$ cat src/rtl/led_fader.sv
// Eight-channel LED fader: synchronized on/off targets ramp 8-bit brightness
// up/down once per fade step and drive registered PWM. Define LED_FADER_GAMMA_EN for square-law duty.
module led_fader #(
   parameter int unsigned STEP_PERIODS = 4
) (
   input  logic       clk,
   input  logic       rst,
   input  logic [7:0] led_in,
   output logic [7:0] led_out,
   output logic       settled
);

   localparam logic [15:0] STEP_LAST = 16'(STEP_PERIODS - 1);

   logic [7:0]  sync1;
   logic [7:0]  tgt;
   logic [7:0]  pwm_cnt;
   logic [15:0] step_cnt;
   logic [7:0]  b    [8];
   logic [7:0]  duty [8];
   logic        period_end;
   logic        strobe;
   logic [7:0]  led_next;
   logic        settled_next;

   // led_in is asynchronous to clk; only the second stage is ever consumed.
   always_ff @(posedge clk) begin
      if (rst) begin
         sync1 <= '0;
         tgt   <= '0;
      end else begin
         sync1 <= led_in;
         tgt   <= sync1;
      end
   end

   assign period_end = (pwm_cnt == 8'hFF);
   assign strobe     = period_end && (step_cnt == STEP_LAST);

   always_ff @(posedge clk) begin
      if (rst) begin
         pwm_cnt  <= '0;
         step_cnt <= '0;
      end else begin
         pwm_cnt <= pwm_cnt + 8'd1;
         if (period_end) begin
            step_cnt <= (step_cnt == STEP_LAST) ? 16'd0 : step_cnt + 16'd1;
         end
      end
   end

   // Direction follows the current target, so a mid-fade toggle simply
   // reverses from wherever the brightness happens to be.
   always_ff @(posedge clk) begin
      if (rst) begin
         for (int i = 0; i < 8; i++) begin
            b[i] <= '0;
         end
      end else if (strobe) begin
         for (int i = 0; i < 8; i++) begin
            if (tgt[i] && (b[i] != 8'hFF)) begin
               b[i] <= b[i] + 8'd1;
            end else if (!tgt[i] && (b[i] != 8'h00)) begin
               b[i] <= b[i] - 8'd1;
            end
         end
      end
   end

`ifdef LED_FADER_GAMMA_EN
   logic [15:0] sq [8];

   always_comb begin
      for (int i = 0; i < 8; i++) begin
         sq[i]   = 16'(b[i]) * 16'(b[i]);
         duty[i] = (b[i] == 8'hFF) ? 8'hFF : sq[i][15:8];
      end
   end
`else
   always_comb begin
      for (int i = 0; i < 8; i++) begin
         duty[i] = b[i];
      end
   end
`endif

   // Full duty is forced high so that brightness 255 means a solid LED.
   always_comb begin
      led_next     = '0;
      settled_next = 1'b1;
      for (int i = 0; i < 8; i++) begin
         led_next[i] = (duty[i] == 8'hFF) || (pwm_cnt < duty[i]);
         if (tgt[i] ? (b[i] != 8'hFF) : (b[i] != 8'h00)) begin
            settled_next = 1'b0;
         end
      end
   end

   always_ff @(posedge clk) begin
      if (rst) begin
         led_out <= '0;
         settled <= 1'b1;
      end else begin
         led_out <= led_next;
         settled <= settled_next;
      end
   end

endmodule

$ cat config.mk
export PLATFORM = sky130hd
export DESIGN_NAME = led_fader
export DESIGN_NICKNAME = d
export VERILOG_FILES = /design/src/rtl/led_fader.sv
export SDC_FILE = /design/constraint.sdc
export NUM_CORES = 1
export LEC_CHECK = 0
export BUFFER_PORTS_ARGS = -buffer_cell sky130_fd_sc_hd__buf_4
export CORE_MARGIN = 2
export CORE_UTILIZATION = 50
export CTS_BUF_LIST = sky130_fd_sc_hd__clkbuf_8
export DETAILED_ROUTE_END_ITERATION = 8
export GPL_TIMING_DRIVEN = 0
export PLACE_DENSITY = 0.66
export REMOVE_ABC_BUFFERS = 1
export SYNTH_ARGS = -nofsm -noshare
export SYNTH_HDL_FRONTEND = slang
export SYNTH_SLANG_ARGS = --single-unit
$ cat constraint.sdc
create_clock -name clk -period 6.5 [get_ports clk]
set_input_delay 0.325 -clock clk [delete_from_list [all_inputs] [get_ports clk]]
set_output_delay 0.325 -clock clk [all_outputs]
set_load 0.005 [all_outputs]
==> out/qor.yml <==
synthAdderAreaFrac: 0.1806
slowest_delay_ns: 0.72
clock_latency_ns: 0.45
peakVddDrop_mv: 0.1371
cpMaxStageDelayCell: "dfxtp_1"
clk_pin_slew_ns: 0.07
drc: 0
viasPerCell: 5.463
cpMostUsedCell: "ha_1"
finalSetupViolCount: 0
hpwlAfterDp_mm: 11.20
synth.top_cell.area_share: 0.2429
wl_met2_mm: 7.452
grt_setup_unrepaired: "false"
min_period_ns: 4.411
start_util: 0.5166
power_density_nw_per_um2: 201.7
firstDrtPassIters: 4
yosys.area.top_type: "edfxtp_1"
post-route-util: 0.5686
setup-tns-final_ns: 0
design.core.area_um2: 15310
cts_buffers: 17
slew_violations: 0
synth-compound-area-share: 0.1020
worst_ep_required_time_ns: 6.69
avgRoutedWirePerCell_um: 14.45
avgSynthCellArea_um2: 9.083
ys_async_sr_fraction: 0
port_buffers: 18
cp-end-kind: "flip-flop"
ys_seq_area_frac: 0.3669
synthXorXnorAreaFrac: 0.05757
grt_overflow: 0
synth_ff_type: "edfxtp_1"
relSlewSlack: 0.2367
finalHoldViolCount: 0
ys_ff_latch: 113
path_cells: "ha_1 -> and3_1 -> nand3_2 -> nor3_4 -> nand2_1 -> inv_2 -> ha_1 -> nor2b_1 -> o21ai_0 -> nand2b_1 -> a21o_1 -> a21oi_1 -> mux2_2"
cts_htree_levels: 4
cts_sinks: 113
fmax_ghz: 0.2267
netlist_area_um2: 7911
num_vias: 6113
synth_mux_area_frac: 0.009331
cap_violations: 0
ant_nets: 0
cts_tree: "done"
wl_met3_um: 478
grt.total_usage: 0.2092
power_leakage_nw: 3.706
yosysUniqueCellTypes: 56
boundaryPins: 19
drive_gt1_frac: 0.07599
area_growth_pct: 10.07
hold_class: "in2reg"
holdBufCountCts: 0
finClkSkew_ns: 0.01497
worstMarginPinSlew_ns: 1.137
fp.dieH_um: 129.8
post_cts_buffers: 0
cp.arrival_ns: 4.60
place.gp.congestion: 0.8479
die-area_um2: 16850
antenna-diode-count: 0
worstPathMaxFanout: 12
clk_path_buf_depth: 2
synth_top_family_by_area: "simple AND/OR/NAND/NOR gates"
ys_top_cells_by_area: "edfxtp_1 (24%), ha_1 (16%), dfxtp_1 (12%)"
cts_resized: 0
grt_pass1_vias: 5921
synth_edf_count: 64
synth-simple-area-share: 0.2326
fin_crit_sh: 0.6786
netlist_instances: 871
cts_root_buffer: "clkbuf_8"
yosys_warnings: 0
worst_setup_path_start_kind: "flip-flop"
top_layer_used: "met4"
drtIter0Drc: 329
wl_met1_mm: 7.997
totalWireLength_mm: 16.17
grt_max_degree: 70
grt_pass1_wl_mm: 27.87
status: "complete, no violations"
nets: 1015
antenna_found_initial: 0
worstSetupPathType: "reg2reg"
die_x_um: 129.8
rows: 45
cell families (layout without fill, tap and decap cells):
group,Yosys count,in the layout
adder cells (fa/ha/maj),110,110
buffers and inverters,104,141
AO/OA/AOI/OAI,121,121
AND/OR/NAND/NOR,364,364
XOR/XNOR,52,52
multiplexers,7,7
flip-flops,113,113
cell usage after synthesis (2+ instances only):
library cell,n
nor3_1,44
o22ai_1,7
nand2_1,32
clkbuf_1,9
nand3_1,23
mux2i_1,4
dfxtp_1,49
o21bai_1,6
a31o_2,2
o21ai_1,3
o21ai_0,27
and2_1,3
and3_1,10
nor2_1,144
ha_1,103
nor4_1,6
nand4_1,22
a21oi_1,20
mux2_2,3
or4_4,5
nand2b_1,10
inv_2,7
a21o_1,8
or3_1,2
or4_1,16
xor2_1,24
edfxtp_1,64
nor2b_1,36
a21boi_0,8
a2111oi_0,7
a211oi_1,14
xnor2_1,28
o31a_1,3
a32o_1,2
fa_1,7
nor3b_1,5
o41ai_1,7
inv_1,83
flip-flops by register name, summed over array words and instances, names as in the netlist:
name      flops
step_cnt     16
settled       1
sync1         8
pwm_cnt       8
tgt           8
led_out       8
b            64
layout by cell type, fill, tap and decap left out, drive strengths merged, types with 4 or more instances in the layout:
| master | Yosys | final |
|---|---|---|
| nor2 | 144 | 144 |
| ha | 103 | 103 |
| inv | 90 | 93 |
| edfxtp | 64 | 64 |
| dfxtp | 49 | 49 |
| nor3 | 45 | 45 |
| nor2b | 36 | 36 |
| nand2 | 32 | 32 |
| o21ai | 30 | 30 |
| xnor2 | 28 | 28 |
| xor2 | 24 | 24 |
| nand3 | 24 | 24 |
| nand4 | 22 | 22 |
| or4 | 21 | 21 |
| a21oi | 20 | 20 |
| clkbuf | 9 | 19 |
| buf | 4 | 18 |
| a211oi | 14 | 14 |
| and3 | 10 | 10 |
| nand2b | 10 | 10 |
| a21boi | 8 | 8 |
| a21o | 8 | 8 |
| a2111oi | 7 | 7 |
| o22ai | 7 | 7 |
| o41ai | 7 | 7 |
| fa | 7 | 7 |
| nor4 | 7 | 7 |
| o21bai | 6 | 6 |
| nor3b | 5 | 5 |
| bufinv | 0 | 5 |
| mux2i | 4 | 4 |
cell type report:
class                   instances  area [µm²]
flip-flops and latches        113        2903
fillers                      1441        6606
clock inverters                13       192.7
inverters                      91       341.6
multi-input cells             654        4611
well taps                     211       264.0
clock buffers                  19       261.5
repair buffers                 18       135.1
report_power, final:
| part | internal [W] | leakage (nW) | switching [W] |
|---|---|---|---|
| clock network | 0.000470 | 0.229 | 0.000296 |
| registers | 0.000789 | 1.02 | 0.0000382 |
| logic | 0.0000747 | 2.46 | 0.0000883 |
| total | 0.00133 | 3.71 | 0.000423 |
per-stage QoR:
step,cells,setup slack (ns),instance area [µm²],power (W),hold slack [ns]
finish,1119,2.089,8708,0.001757,0.07696
global route,1119,1.715,8708,0.001832,0.07683
CTS,1119,2.054,8703,0.001775,0.05855
detailed placement,1087,2.086,8249,0.001006,0.4204
global placement,1087,2.067,8249,0.001003,0.4177
floorplan,858,3.013,7850,0.0009499,0.3917
worst max-delay path: cells and delay by family (launching register included):
| family | cells | cell delay [ns] |
|---|---|---|
| AOI/OAI and AO/OA | 3 | 0.48 |
| adders and majority gates | 2 | 0.63 |
| buffers and inverters | 1 | 0.19 |
| DFF | 1 | 0.72 |
| muxes | 1 | 0.35 |
| and+or+nand+nor | 6 | 1.78 |
worst paths after layout:
kind                         startpoint                      to  slack, ns  depth (start not counted)
setup / recovery  pwm_cnt[1]$_SDFF_PP0_  b[1][30]$_SDFFCE_PP0P_       2.09                         13
hold / removal                led_in[3]     sync1[3]$_SDFF_PP0_       0.08                          2
setup reg to reg  pwm_cnt[1]$_SDFF_PP0_  b[1][30]$_SDFFCE_PP0P_       2.09                         13
hold reg to reg     sync1[7]$_SDFF_PP0_       tgt[7]$_SDFF_PP0_       0.43                          1
per-layer routing:
| layer | track usage | vias to the layer above |
|---|---|---|
| li1 | - | 3162 |
| met1 | 0.2764 | 2860 |
| met2 | 0.3462 | 72 |
| met3 | 0.04223 | 19 |
| met4 | 0.06705 | 0 |
| met5 | 0 | - |
No activity file was read; power rests on OpenSTA's default activity.
